## src/rtl/vga_pkg.sv

```systemverilog
// ---------------------------------------------------------------------------
// vga_pkg
// Shared widths, pattern-mode codes, colour-bar table, the pixel control
// record that travels down the delay line, and the pattern selector used by
// the pixel pipeline.
// ---------------------------------------------------------------------------
package vga_pkg;

    localparam int X_W     = 8;
    localparam int Y_W     = 10;
    localparam int ADDR_W  = 14;
    localparam int COLOR_W = 6;

    localparam logic [1:0] MODE_ROM   = 2'd0;
    localparam logic [1:0] MODE_BARS  = 2'd1;
    localparam logic [1:0] MODE_CHECK = 2'd2;
    localparam logic [1:0] MODE_SOLID = 2'd3;

    // Eight vertical bars, 32 pixels wide, indexed by x[7:5]
    localparam logic [COLOR_W-1:0] BAR_LUT [8] = '{
        6'h3F, 6'h30, 6'h0C, 6'h03, 6'h3C, 6'h33, 6'h0F, 6'h00
    };

    // Timing/position information that must stay aligned with the ROM data
    typedef struct packed {
        logic           hsync;
        logic           vsync;
        logic           blank;
        logic [X_W-1:0] x;
        logic [Y_W-1:0] y;
    } pix_ctl_t;

    // Chooses the 2-2-2 pixel for the given mode from the aligned x/y
    function automatic logic [COLOR_W-1:0] select_pixel(
        input logic [1:0]         mode,
        input logic [COLOR_W-1:0] rom_q,
        input logic [X_W-1:0]     x,
        input logic [Y_W-1:0]     y,
        input logic [7:0]         frame_cnt
    );
        logic [COLOR_W-1:0] pix;
        case (mode)
            MODE_ROM:   pix = rom_q;
            MODE_BARS:  pix = BAR_LUT[x[7:5]];
            MODE_CHECK: pix = (x[4] ^ y[4]) ? 6'h3F : 6'h00;
            MODE_SOLID: pix = frame_cnt[7:2];
            default:    pix = 6'h00;
        endcase
        return pix;
    endfunction

endpackage

```

## src/rtl/btn_debounce.sv

```systemverilog
// ---------------------------------------------------------------------------
// btn_debounce
// Two-flop synchroniser followed by a press/release debounce FSM. Emits a
// single-cycle registered pulse when a press has been stable for DEBOUNCE
// cycles.
// Ports:
//   i_clk          clock
//   i_reset        synchronous active-high reset
//   i_btn_n        raw asynchronous pushbutton, active low
//   o_press_pulse  one-cycle pulse per accepted press
// ---------------------------------------------------------------------------
module btn_debounce #(
    parameter int DEBOUNCE = 10000
) (
    input  logic i_clk,
    input  logic i_reset,
    input  logic i_btn_n,
    output logic o_press_pulse
);

    localparam int CNT_W = (DEBOUNCE > 1) ? $clog2(DEBOUNCE) : 1;
    localparam logic [CNT_W-1:0] CNT_LAST = CNT_W'(DEBOUNCE - 1);
    localparam logic [CNT_W-1:0] CNT_ONE  = CNT_W'(1);
    localparam logic [CNT_W-1:0] CNT_ZERO = CNT_W'(0);

    localparam logic [1:0] S_IDLE       = 2'd0;
    localparam logic [1:0] S_PRESS_WAIT = 2'd1;
    localparam logic [1:0] S_HELD       = 2'd2;
    localparam logic [1:0] S_REL_WAIT   = 2'd3;

    logic             r_sync_q1;
    logic             r_sync_q2;
    logic [1:0]       r_state;
    logic [CNT_W-1:0] r_cnt;
    logic             r_pulse;

    logic [1:0]       w_state_nxt;
    logic [CNT_W-1:0] w_cnt_nxt;
    logic             w_pulse_nxt;

    // Synchronise the raw button into the clock domain (idle level is high)
    always_ff @(posedge i_clk) begin
        if (i_reset) begin
            r_sync_q1 <= 1'b1;
            r_sync_q2 <= 1'b1;
        end else begin
            r_sync_q1 <= i_btn_n;
            r_sync_q2 <= r_sync_q1;
        end
    end

    // Debounce next-state logic. The counter is loaded with one on entry to a
    // wait state because the entering cycle already saw the new level.
    always_comb begin
        w_state_nxt = r_state;
        w_cnt_nxt   = r_cnt;
        w_pulse_nxt = 1'b0;
        case (r_state)
            S_IDLE: begin
                if (!r_sync_q2) begin
                    w_state_nxt = S_PRESS_WAIT;
                    w_cnt_nxt   = CNT_ONE;
                end else begin
                    w_cnt_nxt   = CNT_ZERO;
                end
            end
            S_PRESS_WAIT: begin
                if (r_sync_q2) begin
                    w_state_nxt = S_IDLE;
                    w_cnt_nxt   = CNT_ZERO;
                end else if (r_cnt >= CNT_LAST) begin
                    w_state_nxt = S_HELD;
                    w_cnt_nxt   = CNT_ZERO;
                    w_pulse_nxt = 1'b1;
                end else begin
                    w_cnt_nxt   = r_cnt + CNT_ONE;
                end
            end
            S_HELD: begin
                if (r_sync_q2) begin
                    w_state_nxt = S_REL_WAIT;
                    w_cnt_nxt   = CNT_ONE;
                end else begin
                    w_cnt_nxt   = CNT_ZERO;
                end
            end
            S_REL_WAIT: begin
                if (!r_sync_q2) begin
                    w_state_nxt = S_HELD;
                    w_cnt_nxt   = CNT_ZERO;
                end else if (r_cnt >= CNT_LAST) begin
                    w_state_nxt = S_IDLE;
                    w_cnt_nxt   = CNT_ZERO;
                end else begin
                    w_cnt_nxt   = r_cnt + CNT_ONE;
                end
            end
            default: begin
                w_state_nxt = S_IDLE;
                w_cnt_nxt   = CNT_ZERO;
            end
        endcase
    end

    // Debounce state, counter and press pulse registers
    always_ff @(posedge i_clk) begin
        if (i_reset) begin
            r_state <= S_IDLE;
            r_cnt   <= CNT_ZERO;
            r_pulse <= 1'b0;
        end else begin
            r_state <= w_state_nxt;
            r_cnt   <= w_cnt_nxt;
            r_pulse <= w_pulse_nxt;
        end
    end

    assign o_press_pulse = r_pulse;

endmodule

```

## src/rtl/vga_pixel_pipe.sv

```systemverilog
// ---------------------------------------------------------------------------
// vga_pixel_pipe
// Pixel stage between the sync generators and the PMOD VGA. Registers the
// image ROM address, delays sync/blank/x/y to match the ROM read latency,
// picks ROM data or a test pattern, blanks, and registers RGB and syncs.
// The pattern mode advances on a debounced button and is only applied at the
// start of a frame (vsync becoming active).
// Ports:
//   i_clk, i_reset                      pixel clock, synchronous active-high reset
//   i_x_counter, i_y_counter            pixel position from timing generators
//   i_hsync_in, i_vsync_in, i_blank_in  raw timing (syncs in SYNC_POL polarity)
//   o_rom_addr / i_rom_q                image ROM address (registered) / data
//   i_mode_btn_n                        raw mode pushbutton, active low
//   o_vga_red/grn/blu                   2-bit colour, zero while blanked
//   o_hsync_out, o_vsync_out            syncs aligned with the colour output
//   o_mode, o_frame_cnt                 applied pattern mode, frame counter
// Input-to-output latency is ROM_LATENCY+2 cycles for colour and syncs.
// ---------------------------------------------------------------------------
module vga_pixel_pipe
    import vga_pkg::*;
#(
    parameter int   ROM_LATENCY = 1,
    parameter int   DEBOUNCE    = 10000,
    parameter logic SYNC_POL    = 1'b0
) (
    input  logic              i_clk,
    input  logic              i_reset,
    input  logic [X_W-1:0]    i_x_counter,
    input  logic [Y_W-1:0]    i_y_counter,
    input  logic              i_hsync_in,
    input  logic              i_vsync_in,
    input  logic              i_blank_in,
    output logic [ADDR_W-1:0] o_rom_addr,
    input  logic [COLOR_W-1:0] i_rom_q,
    input  logic              i_mode_btn_n,
    output logic [1:0]        o_vga_red,
    output logic [1:0]        o_vga_grn,
    output logic [1:0]        o_vga_blu,
    output logic              o_hsync_out,
    output logic              o_vsync_out,
    output logic [1:0]        o_mode,
    output logic [7:0]        o_frame_cnt
);

    localparam logic SYNC_IDLE = ~SYNC_POL;

    // Contents of the delay line after reset: blanked, syncs inactive
    localparam pix_ctl_t IDLE_CTL = '{
        hsync: SYNC_IDLE, vsync: SYNC_IDLE, blank: 1'b1, x: '0, y: '0
    };

    logic [ADDR_W-1:0]  r_rom_addr;
    pix_ctl_t           r_dly [ROM_LATENCY+1];
    logic [COLOR_W-1:0] r_rgb;
    logic               r_hsync;
    logic               r_vsync;
    logic               r_vsync_prev;
    logic [7:0]         r_frame_cnt;
    logic [1:0]         r_mode;
    logic [1:0]         r_pending;

    pix_ctl_t           w_ctl_in;
    pix_ctl_t           w_tail;
    logic [COLOR_W-1:0] w_pix;
    logic               w_frame_edge;
    logic               w_press;

    assign w_ctl_in = '{
        hsync: i_hsync_in, vsync: i_vsync_in, blank: i_blank_in,
        x: i_x_counter, y: i_y_counter
    };

    // The last delay stage lines up with i_rom_q for the same pixel
    assign w_tail       = r_dly[ROM_LATENCY];
    assign w_pix        = select_pixel(r_mode, i_rom_q, w_tail.x, w_tail.y, r_frame_cnt);
    assign w_frame_edge = (i_vsync_in == SYNC_POL) && (r_vsync_prev != SYNC_POL);

    btn_debounce #(
        .DEBOUNCE (DEBOUNCE)
    ) u_btn (
        .i_clk         (i_clk),
        .i_reset       (i_reset),
        .i_btn_n       (i_mode_btn_n),
        .o_press_pulse (w_press)
    );

    // Stage 0 ROM address register and the control delay line
    always_ff @(posedge i_clk) begin
        if (i_reset) begin
            r_rom_addr <= '0;
            for (int i = 0; i <= ROM_LATENCY; i++) begin
                r_dly[i] <= IDLE_CTL;
            end
        end else begin
            // 128x128 image: each ROM pixel covers 2 columns and 8 lines
            r_rom_addr <= {i_y_counter[9:3], i_x_counter[7:1]};
            r_dly[0]   <= w_ctl_in;
            for (int i = 1; i <= ROM_LATENCY; i++) begin
                r_dly[i] <= r_dly[i-1];
            end
        end
    end

    // Output register: blanking overrides every pattern
    always_ff @(posedge i_clk) begin
        if (i_reset) begin
            r_rgb   <= 6'h00;
            r_hsync <= SYNC_IDLE;
            r_vsync <= SYNC_IDLE;
        end else begin
            r_rgb   <= w_tail.blank ? 6'h00 : w_pix;
            r_hsync <= w_tail.hsync;
            r_vsync <= w_tail.vsync;
        end
    end

    // Frame counter, pending mode and applied mode. At a frame edge the mode
    // takes the pending value as it stood before any same-cycle press.
    always_ff @(posedge i_clk) begin
        if (i_reset) begin
            r_vsync_prev <= SYNC_IDLE;
            r_frame_cnt  <= 8'h00;
            r_mode       <= MODE_ROM;
            r_pending    <= MODE_ROM;
        end else begin
            r_vsync_prev <= i_vsync_in;
            if (w_frame_edge) begin
                r_frame_cnt <= r_frame_cnt + 8'd1;
                r_mode      <= r_pending;
            end else begin
                r_frame_cnt <= r_frame_cnt;
                r_mode      <= r_mode;
            end
            if (w_press) begin
                r_pending <= r_pending + 2'd1;
            end else begin
                r_pending <= r_pending;
            end
        end
    end

    assign o_rom_addr  = r_rom_addr;
    assign o_vga_red   = r_rgb[5:4];
    assign o_vga_grn   = r_rgb[3:2];
    assign o_vga_blu   = r_rgb[1:0];
    assign o_hsync_out = r_hsync;
    assign o_vsync_out = r_vsync;
    assign o_mode      = r_mode;
    assign o_frame_cnt = r_frame_cnt;

endmodule

```

## config.mk

```make
export PLATFORM = sky130hd
export DESIGN_NAME = vga_pixel_pipe
export DESIGN_NICKNAME = d
export VERILOG_FILES = /design/src/rtl/vga_pkg.sv /design/src/rtl/btn_debounce.sv /design/src/rtl/vga_pixel_pipe.sv
export SDC_FILE = /design/constraint.sdc
export NUM_CORES = 1
export LEC_CHECK = 0
export CELL_PAD_IN_SITES_DETAIL_PLACEMENT = 1
export CELL_PAD_IN_SITES_GLOBAL_PLACEMENT = 1
export CORE_ASPECT_RATIO = 0.7
export CORE_MARGIN = 2
export CORE_UTILIZATION = 39
export CTS_BUF_LIST = sky130_fd_sc_hd__clkbuf_8 sky130_fd_sc_hd__clkbuf_16
export DETAILED_ROUTE_END_ITERATION = 10
export GPL_ROUTABILITY_DRIVEN = 1
export PLACE_DENSITY = 0.8
export SLEW_MARGIN = 30
export SYNTH_ARGS = -nofsm -noshare
export SYNTH_HDL_FRONTEND = slang
export SYNTH_SLANG_ARGS = --single-unit
export TNS_END_PERCENT = 30
```

## constraint.sdc

```tcl
create_clock -name i_clk -period 3.5 [get_ports i_clk]
set_input_delay 0.35 -clock i_clk [delete_from_list [all_inputs] [get_ports i_clk]]
set_output_delay 0.35 -clock i_clk [all_outputs]
set_load 0.01 [all_outputs]
```

# After elaboration in Yosys (flattened, before gate mapping)
# Memories as Yosys holds them, arrays and structs flattened.
# Cells that the tools add are included.
[word_totals] register_bits=54 ramBits=42 rom_bits=48 input_bits=30 output_inout_bits=32 wordCells=65 mem_count=2
[mem_list] memory="(no name shown)" words=8 width=6 rd=1 rd_clocked_by_memory_dff=0 write_ports=0 line="vga_pkg.sv:44" text="MODE_BARS: pix = BAR_LUT[x[7:5]];"
[mem_list] memory="r_dly" words=2 width=21 rd=2 rd_clocked_by_memory_dff=0 write_ports=2 line="vga_pixel_pipe.sv:53" text="pix_ctl_t r_dly [ROM_LATENCY+1];"
[classes] add_sub_neg=3 magnitude_cmp=2 n_eq_ne=10 mux=23 n_bitwise=6 reduce_logical=6
[ops] cell="$pmux W14 S4" count=1
[ops] cell="$mux W14" count=3
[ops] cell="$mux W21" count=2
[ops] cell="$pmux W6 S4" count=1
[ops] cell="$mux W6" count=3
[ops] cell="$add A14 B1 Y14 const B" count=1
[ops] cell="$ge A14 B14 Y1 const B" count=1
[ops] cell="$mux W2" count=6
[ops] cell="$add A8 B1 Y8 const B" count=1
[ops] cell="$eq A2 B2 Y1 const B" count=4
[ops] cell="$pmux W2 S4" count=1
[ops] cell="$mux W1" count=6
[ops] cell="$eq A2 B1 Y1 const B" count=2
[ops] cell="$ge A4 B4 Y1 const B" count=1
[ops] cell="$logic_not A2 Y1" count=2
[ops] cell="$not A3 Y4" count=1
[ops] cell="$reduce_and A4 Y1" count=1
[ops] cell="$ne A3 B1 Y1 const B" count=1
[ops] cell="$ne A3 B3 Y1 const B" count=1
[ops] cell="$reduce_or A3 Y1" count=1
[ops] cell="$add A2 B1 Y2 const B" count=1
[ops] cell="$ne A2 B1 Y1 const B" count=1
[ops] cell="$ne A2 B2 Y1 const B" count=1
[ops] cell="$not A1 Y1" count=2
[ops] cell="other kinds (4)" count=5

# Longest topological paths before layout
# Gate-level depths: netlist of run 1.
# An unclocked memory read counts as a cell.
[depth] word_depth=6 mapped_depth=6 mapped_depth_nobuf=6

# Cells and area by module
# Synthesis of run 1 repeated with hierarchy kept, for this count alone.
[unflattened] cells_unflattened=256 area_unflattened_um2=2464.9
[modules_own_cells] module="vga_pixel_pipe" n_inst=1 cells_per_inst=173 area_each_um2=1689.1 seq_area_each_um2=900.9
[modules_own_cells] module="btn_debounce" n_inst=1 cells_per_inst=83 area_each_um2=775.7 seq_area_each_um2=380.4

# Worst setup path after synthesis of run 1
# Ideal clock, no wire load.
[synth_path] path_type="flip-flop to flip-flop" startpoint="register u_btn.r_cnt[0]" endpoint="register (tool-made name)" setup_ns=0.121 arrival_ns=1.377 required_time_ns=3.379 slack_ns=2.002 stages_incl_launch_ff=6 path_buffers=0 period_less_slack_ns=1.498 path_cell_list="dfxtp_1 > ha_1 > nand3_1 > a21oi_1 > o311a_4 > mux2_4"
[synth_rtl] element="start, declared" line="btn_debounce.sv:34" text="logic [CNT_W-1:0] r_cnt;"
[synth_rtl] element="start signal, assigned" line="btn_debounce.sv:113" text="r_cnt <= w_cnt_nxt;"

# Worst setup path after layout of run 1
[layout_path] startpoint="register r_mode[1] (netlist: o_mode[1])" endpoint="output o_mode[1]"
[layout_rtl] element="start, declared" line="vga_pixel_pipe.sv:59" text="logic [1:0] r_mode;"
[layout_rtl] element="start signal, assigned" line="vga_pixel_pipe.sv:129" text="r_mode <= r_pending;"
[layout_rtl] element="start signal, assigned" line="vga_pixel_pipe.sv:132" text="r_mode <= r_mode;"
[layout_rtl] element="end, declared" line="vga_pixel_pipe.sv:41" text="output logic [1:0] o_mode,"
# No word-level cell between the ends.

==> results of run 1 <==
==> cell usage in the layout, fill, tap and decap left out, drive strengths merged, types with 3 or more instances in the layout <==
master          n
a21oi           4
a31oi           5
and3            3
clkbuf         10
clkdlybuf4s50  57
clkinv          3
dfxtp          64
ha              4
inv             7
mux2i           3
nand2           4
nand3           6
nand4           6
nor2           37
nor2b          21
nor3            4
o31ai           4
or2            10
xnor2          13
xor2           10
==> cell usage after synthesis, drive strengths merged <==
cell type,n,share of area (%)
dfxtp,64,53
nor2,37,5.7
nor2b,21,5.4
buf,16,4.7
xnor2,13,4.7
or2,10,2.6
xor2,10,3.6
clkbuf,8,1.2
inv,6,0.93
nand3,6,1.2
nand4,6,1.5
a31oi,5,1.3
a21oi,4,0.82
ha,4,2.1
nand2,4,0.62
nor3,4,0.82
o31ai,4,1.2
and3,3,0.77
mux2i,3,1.2
and2,2,0.51
nor4,2,0.77
o21ai,2,0.41
o221a,2,0.93
a211oi,1,0.31
a21o,1,0.36
a22oi,1,0.31
and3b,1,0.41
mux2,1,0.62
nand2b,1,0.26
nand4b,1,0.36
o21a,1,0.31
o21bai,1,0.31
o311a,1,0.88
==> power by group through the flow <==
| stage | clock [W] | combinational (W) | sequential, W |
|---|---|---|---|
| 5_1_grt | 0.000659 | 0.000107 | 0.000758 |
| 3_3_place_gp | 0 | 0.0000970 | 0.000772 |
| 3_5_place_dp | 0 | 0.0000994 | 0.000773 |
| 6_report | 0.000604 | 0.0000983 | 0.000757 |
| 2_1_floorplan | 0 | 0.0000490 | 0.000773 |
| 4_1_cts | 0.000624 | 0.000100 | 0.000757 |
==> area by class of cell <==
type / instances / share of cell area (%)
clock buffer: 10 / 4.36
clock inverter: 5 / 1.55
inverter: 6 / 0.714
multi-input combinational: 152 / 31.1
sequential: 64 / 40.6
tap: 78 / 3.09
timing repair buffer: 59 / 18.6
==> per-stage QoR <==
step                worst slack, ps  util, %  cells  hold WS, ps  cell area [um^2]
floorplan                      2000        -    246          389              2430
global placement               1470     48.4    359          392              2970
global route                   1300     51.5    374          427              3150
CTS                            1400     51.5    374          419              3150
finish                         1420     51.5    374          417              3150
detailed placement             1420     48.4    359          397              2970
==> layer usage <==
metal	share of wire [%]	routed length (um)	vias up
li1	-	-	892
met1	47	2350	815
met2	46	2270	43
met3	5.1	254	10
met4	2.0	97	0
met5	0	0	-
==> worst paths after layout <==
path / startpoint / endpoint / slack, ps / cells past startpoint
setup reg to reg: u_btn.r_cnt[0] / flop / 1840 / 5
setup / recovery: o_mode[1] / o_mode[1] / 1420 / 1
hold / removal: r_dly[0][20] / r_dly[0][41] / 420 / 1
hold reg to reg: r_dly[0][20] / r_dly[0][41] / 420 / 1
==> cells by family (layout without fill, tap and decap cells) <==
logic type / after synthesis / in the layout / share of synthesized area [%]
AND/OR/NAND/NOR: 98 / 98 / 21.0
adder cells (fa/ha/maj): 4 / 4 / 2.06
XOR/XNOR: 23 / 23 / 8.29
multiplexers: 4 / 4 / 1.85
flip-flops: 64 / 64 / 52.7
buffers and inverters: 30 / 80 / 6.90
AO/OA/AOI/OAI: 23 / 23 / 7.16
==> state kept, by name, indices dropped and copies added, names as in the netlist, 2 cells and up, named ones only <==
name and cells:
o_frame_cnt 8, o_mode 2, o_rom_addr 13, r_dly 12, r_pending 2, r_rgb 6
u_btn.r_cnt 14
==> results by group, run 1 <==
Status
  – Outcome: complete, no violations

Finish
  – # diodes: 0
  – Share of cells above drive strength 1: between 10 and 15%
  – Multi-input gate area: between 900 and 1000 um^2
  – Reg area: roughly 1300 um^2
  – Filler cells: ~700
  – Nets@finish: about 330
  – Synth-to-layout area growth: 29.8%

Floorplanning
  – Starting Density: between 30% and 40%
  – I/O Pins: a little over 60
  – DIE WIDTH: about 98 um
  – Row count: 24
  – Core Region: ~6000 um^2
  – DIE AREA: 6890 um^2
  – Die height: ~70 um

Clock tree
  – Post-CTS resize count: 0
  – H-Tree Depth: 3
  – Cts hold-fix bufs: 0
  – CTS tree: built
  – CTS Buf Count: 9
  – Post-CTS Repair Setup Buffers: 0
  – Root Buffer Master: clkbuf_8
  – Clk buf depth: 2
  – Clock latency of the later-clocked register in the worst-skew pair: 330 ps
  – CTS Sinks: 64
  – CTS clk-pin slew, worst paths: 70 ps

Setup path
  – CP Cell Sequence: clkdlybuf4s50_1
  – CP required: approximately 3200 ps
  – CP max stage cell: dfxtp_1
  – Critical path type: flop to output pin
  – Peak per-stage delay on the critical path: 740 ps
  – Critical path endpoint category: output pin
  – Max FO, Critical Path: 21
  – Delay-heaviest family, CP: flip-flops
  – Worst path bufs/invs: 1
  – Worst setup SP type: flop
  – Crit path DAT: 1730 ps

STA
  – Slew headroom: 40.9%
  – Setup TNS: 0 ps
  – Final hold vios: 0
  – Unrepaired setup endpoints after global routing: no
  – Slew Limit Fails: 0
  – Worst-Margin Slew: roughly 890 ps
  – Final Critical Period: approximately 2100 ps
  – Fmax: 481 MHz
  – Final worst path period share: just under 60%
  – Worst Skew: approximately 8.4 ps
  – Final-report setup violation count: 0

Power
  – Sw Share: 21.3%
  – Worst VDD drop: about 0.3 mV
  – Clock share of power: around two fifths
  – Part of the power in combinational logic: ~6.7%
  – Switching power: around 0.00031 W
  – P_leak: approximately 1.2 nW
  – Internal Power: approximately 0.0011 W
  – Seq pwr share: between 50 and 60%
  – Final Power: around 0.0015 W
  – PwrDens: about 460 nW/um^2

Global route
  – GR Util met3: under 10%
  – Met2 usage: 25.0%
  – Total grt overflow: 0
  – Vias in the first global route: approximately 1800
  – Global-route wire length before repair: 8540 um
  – GR Util All Layers: ~16%
  – GR Util met1: roughly a fifth
  – Initial antenna violation count: 0
  – Grt peak-use layer: met2
  – Largest net degree at the start of global routing: 25

Detailed routing
  – Violation count after the first detailed-route iteration: 50
  – Detail Route Antenna Nets: 0
  – Residual DRC count: 0
  – DR WL/cell: ~13 um
  – Post-Route WL: slightly below 5000 um
  – Vias: between 1500 and 2000
  – Detailed Routing Iterations Pass 1: 4
  – Routed vias/inst: around 4.7

Placement
  – Dpl hpwl: 3620 um
  – # port buffers: 57
  – Routability cong.: roughly 0.77

Synthesis
  – Synth Cell Area: about 2400 um^2
  – Post-Syn Instances: 246
  – Synthesized Nets: 280
  – Synth unique cells: 35
  – Register area share after synthesis: 52.7%
  – Yosys reg bits: 64
  – Yosys warns: 0
  – Synth Area per Inst: a little under 10 um^2

Flow run
  – Max-cap viol count: 0

Hold path
  – HP Class: flop to flop
No activity file was read; power rests on OpenSTA's default activity.
==> run 2: changes to the inputs <==
--- a/config.mk
+++ b/config.mk
@@ -9,11 +9,11 @@
 export CELL_PAD_IN_SITES_GLOBAL_PLACEMENT = 1
 export CORE_ASPECT_RATIO = 0.7
 export CORE_MARGIN = 2
-export CORE_UTILIZATION = 39
+export CORE_UTILIZATION = 33
 export CTS_BUF_LIST = sky130_fd_sc_hd__clkbuf_8 sky130_fd_sc_hd__clkbuf_16
 export DETAILED_ROUTE_END_ITERATION = 10
 export GPL_ROUTABILITY_DRIVEN = 1
-export PLACE_DENSITY = 0.8
+export PLACE_DENSITY = 0.72
 export SLEW_MARGIN = 30
 export SYNTH_ARGS = -nofsm -noshare
 export SYNTH_HDL_FRONTEND = slang
==> constraint.sdc (replaced) <==
create_clock -name i_clk -period 1.7 [get_ports i_clk]
set_input_delay 0.17 -clock i_clk [delete_from_list [all_inputs] [get_ports i_clk]]
set_output_delay 0.17 -clock i_clk [all_outputs]
set_load 0.01 [all_outputs]
==> results by group, run 2 (synthesis gave the netlist of run 1 again) <==
STA
  – Worst Skew: between 10 and 15 ps
  – Final hold vios: 0
  – Final worst path period share: around 93%
  – Slew headroom: slightly above 70%
  – Setup TNS: 0 ps
  – Slew Limit Fails: 0
  – Fmax: between 600 and 700 MHz
  – Final-report setup violation count: 0
  – Worst-Margin Slew: ~400 ps
  – Final Critical Period: 1580 ps
  – Unrepaired setup endpoints after global routing: no

Setup path
  – CP required: 1920 ps
  – Crit path DAT: roughly 1800 ps
  – R2R cell count: 5
  – Critical path type: flop to flop
  – Register-to-register setup slack: approximately 120 ps
  – Worst setup SP type: flop
  – RR Startpoint: u_btn.r_cnt[0]
  – Max FO, Critical Path: 4
  – Critical path endpoint category: flop

Floorplanning
  – Die height: 75.8 um
  – I/O Pins: between 60 and 70
  – DIE WIDTH: around 110 um
  – Core Region: between 7000 and 8000 um^2
  – Row count: 26
  – Starting Density: about a third
  – DIE AREA: 8080 um^2

Finish
  – Nets@finish: 330
  – Final core utilization: 44.8%
  – Share of cells above drive strength 1: between 10% and 20%
  – Largest Register: u_btn.r_cnt
  – # diodes: 0
  – Most common cell after layout, fill and taps aside: dfxtp_1
  – Filler cells: just over 800
  – Synth-to-layout area growth: 33.3%
  – Post-route cell area: between 3000 and 4000 um^2
  – Most frequent cells in the layout: dfxtp_1, clkdlybuf4s50_1, nor2_1
  – Max reg flops: 14

Power
  – P_leak: roughly 1.2 nW
  – PwrDens: 951 nW/um^2
  – Clock share of power: 42.7%
  – Part of the power in combinational logic: between 6 and 7%
  – Switching power: between 0.0007 and 0.0008 W
  – Internal Power: between 0.002 and 0.0025 W
  – Sw Share: a little under a quarter
  – Worst VDD drop: roughly 0.45 mV
  – Seq pwr share: approximately half

Clock tree
  – Cts hold-fix bufs: 0
  – Clock latency of the later-clocked register in the worst-skew pair: approximately 330 ps
  – Clk buf depth: 2
  – Post-CTS Repair Setup Buffers: 0
  – CTS Sinks: 64
  – CTS clk-pin slew, worst paths: ~80 ps
  – CTS Buf Count: 9
  – CTS tree: built
  – H-Tree Depth: 3
  – Root Buffer Master: clkbuf_8

Global route
  – Initial antenna violation count: 0
  – Largest net degree at the start of global routing: between 40 and 50
  – Total grt overflow: 0
  – GR Util All Layers: approximately 14%
  – Vias in the first global route: about 1800
  – Global-route wire length before repair: 8490 um

Detailed routing
  – DR WL/cell: 12.5 um
  – Post-Route WL: between 4000 and 5000 um
  – Routed vias/inst: about 4.4
  – Violation count after the first detailed-route iteration: 76
  – Residual DRC count: 0
  – Detail Route Antenna Nets: 0
  – Detailed Routing Iterations Pass 1: 3
  – Vias: between 1500 and 2000

Placement
  – Dpl hpwl: approximately 3600 um
  – # port buffers: 57
  – Routability cong.: ~0.8
  – Area after DPL: ~3000 um^2

Hold path
  – HP Class: input port to flop
  – Min-delay src: i_y_counter[6]
  – Hold Crit Endpoint: o_rom_addr[10]
  – WHS Path Cells: 2

Status
  – Outcome: complete, no violations

Flow run
  – Max-cap viol count: 0
## run 2: changes by cell type in the layout (fill, tap and decap cells not counted), sizes merged
| cell | previous run | this run |
|---|---|---|
| buf | 2 | 6 |
| inv | 7 | 9 |
| clkbuf | 10 | 9 |
| clkinv | 3 | 2 |
| clkinvlp | 0 | 1 |
## run 2: worst max path at each step
stage,start,end,slack [ps],cells after the start
finish,u_btn.r_cnt[0],flop,120,5
detailed placement,u_btn.r_cnt[0],flop,120,5
CTS,o_mode[1],o_mode[1],30,1
floorplan,u_btn.r_cnt[0],flop,200,5
global placement,u_btn.r_cnt[0],flop,190,5
global route,u_btn.r_cnt[0],flop,10,5
## run 2: final cells by class
class / instances / area [um^2] / share of cell area [%]
flip-flops and latches: 64 / 1280 / 39.6
inverters: 6 / 22.5 / 0.696
clock buffers: 9 / 124 / 3.83
clock inverters: 7 / 77.6 / 2.40
repair buffers: 63 / 628 / 19.4
multi-input cells: 152 / 981 / 30.3
well taps: 98 / 123 / 3.79
## run 2: repair_timing
action | CTS | global route
setup endpoints to repair | 0 | 1
endpoints found under the hold margin | 0 | 0
resized for setup | 0 | 1
## run 2: through the flow
step / instances / worst slack [ps] / hold slack [ps] / total power [W]
floorplan: 246 / 202 / 274 / 0.00169
global placement: 383 / 192 / 393 / 0.00180
detailed placement: 383 / 119 / 399 / 0.00180
CTS: 399 / 25.4 / 363 / 0.00313
global route: 399 / 15.0 / 363 / 0.00322
finish: 399 / 118 / 381 / 0.00308
## run 2: power by group through the flow
stage          Combinational [W]  Clock [W]  Sequential (W)
2_1_floorplan           0.000101          0         0.00159
3_3_place_gp            0.000205          0         0.00159
3_5_place_dp            0.000210          0         0.00159
4_1_cts                 0.000211    0.00136         0.00156
5_1_grt                 0.000226    0.00143         0.00156
6_report                0.000207    0.00131         0.00156
## run 2: routing by layer
layer	GRT usage, %	wire length [um]	vias to the layer above
met5	0	0	-
met4	6.06	40	0
met3	4.62	239	4
met2	21.7	2250	39
met1	17.6	2460	827
li1	-	-	897
## run 2: worst max-delay path: stages, from the launching register on
cell and delay, ps:
dfxtp_1 380, ha_1 220, nand3_1 120, a21oi_1 230, o311a_4 220, mux2_4 290
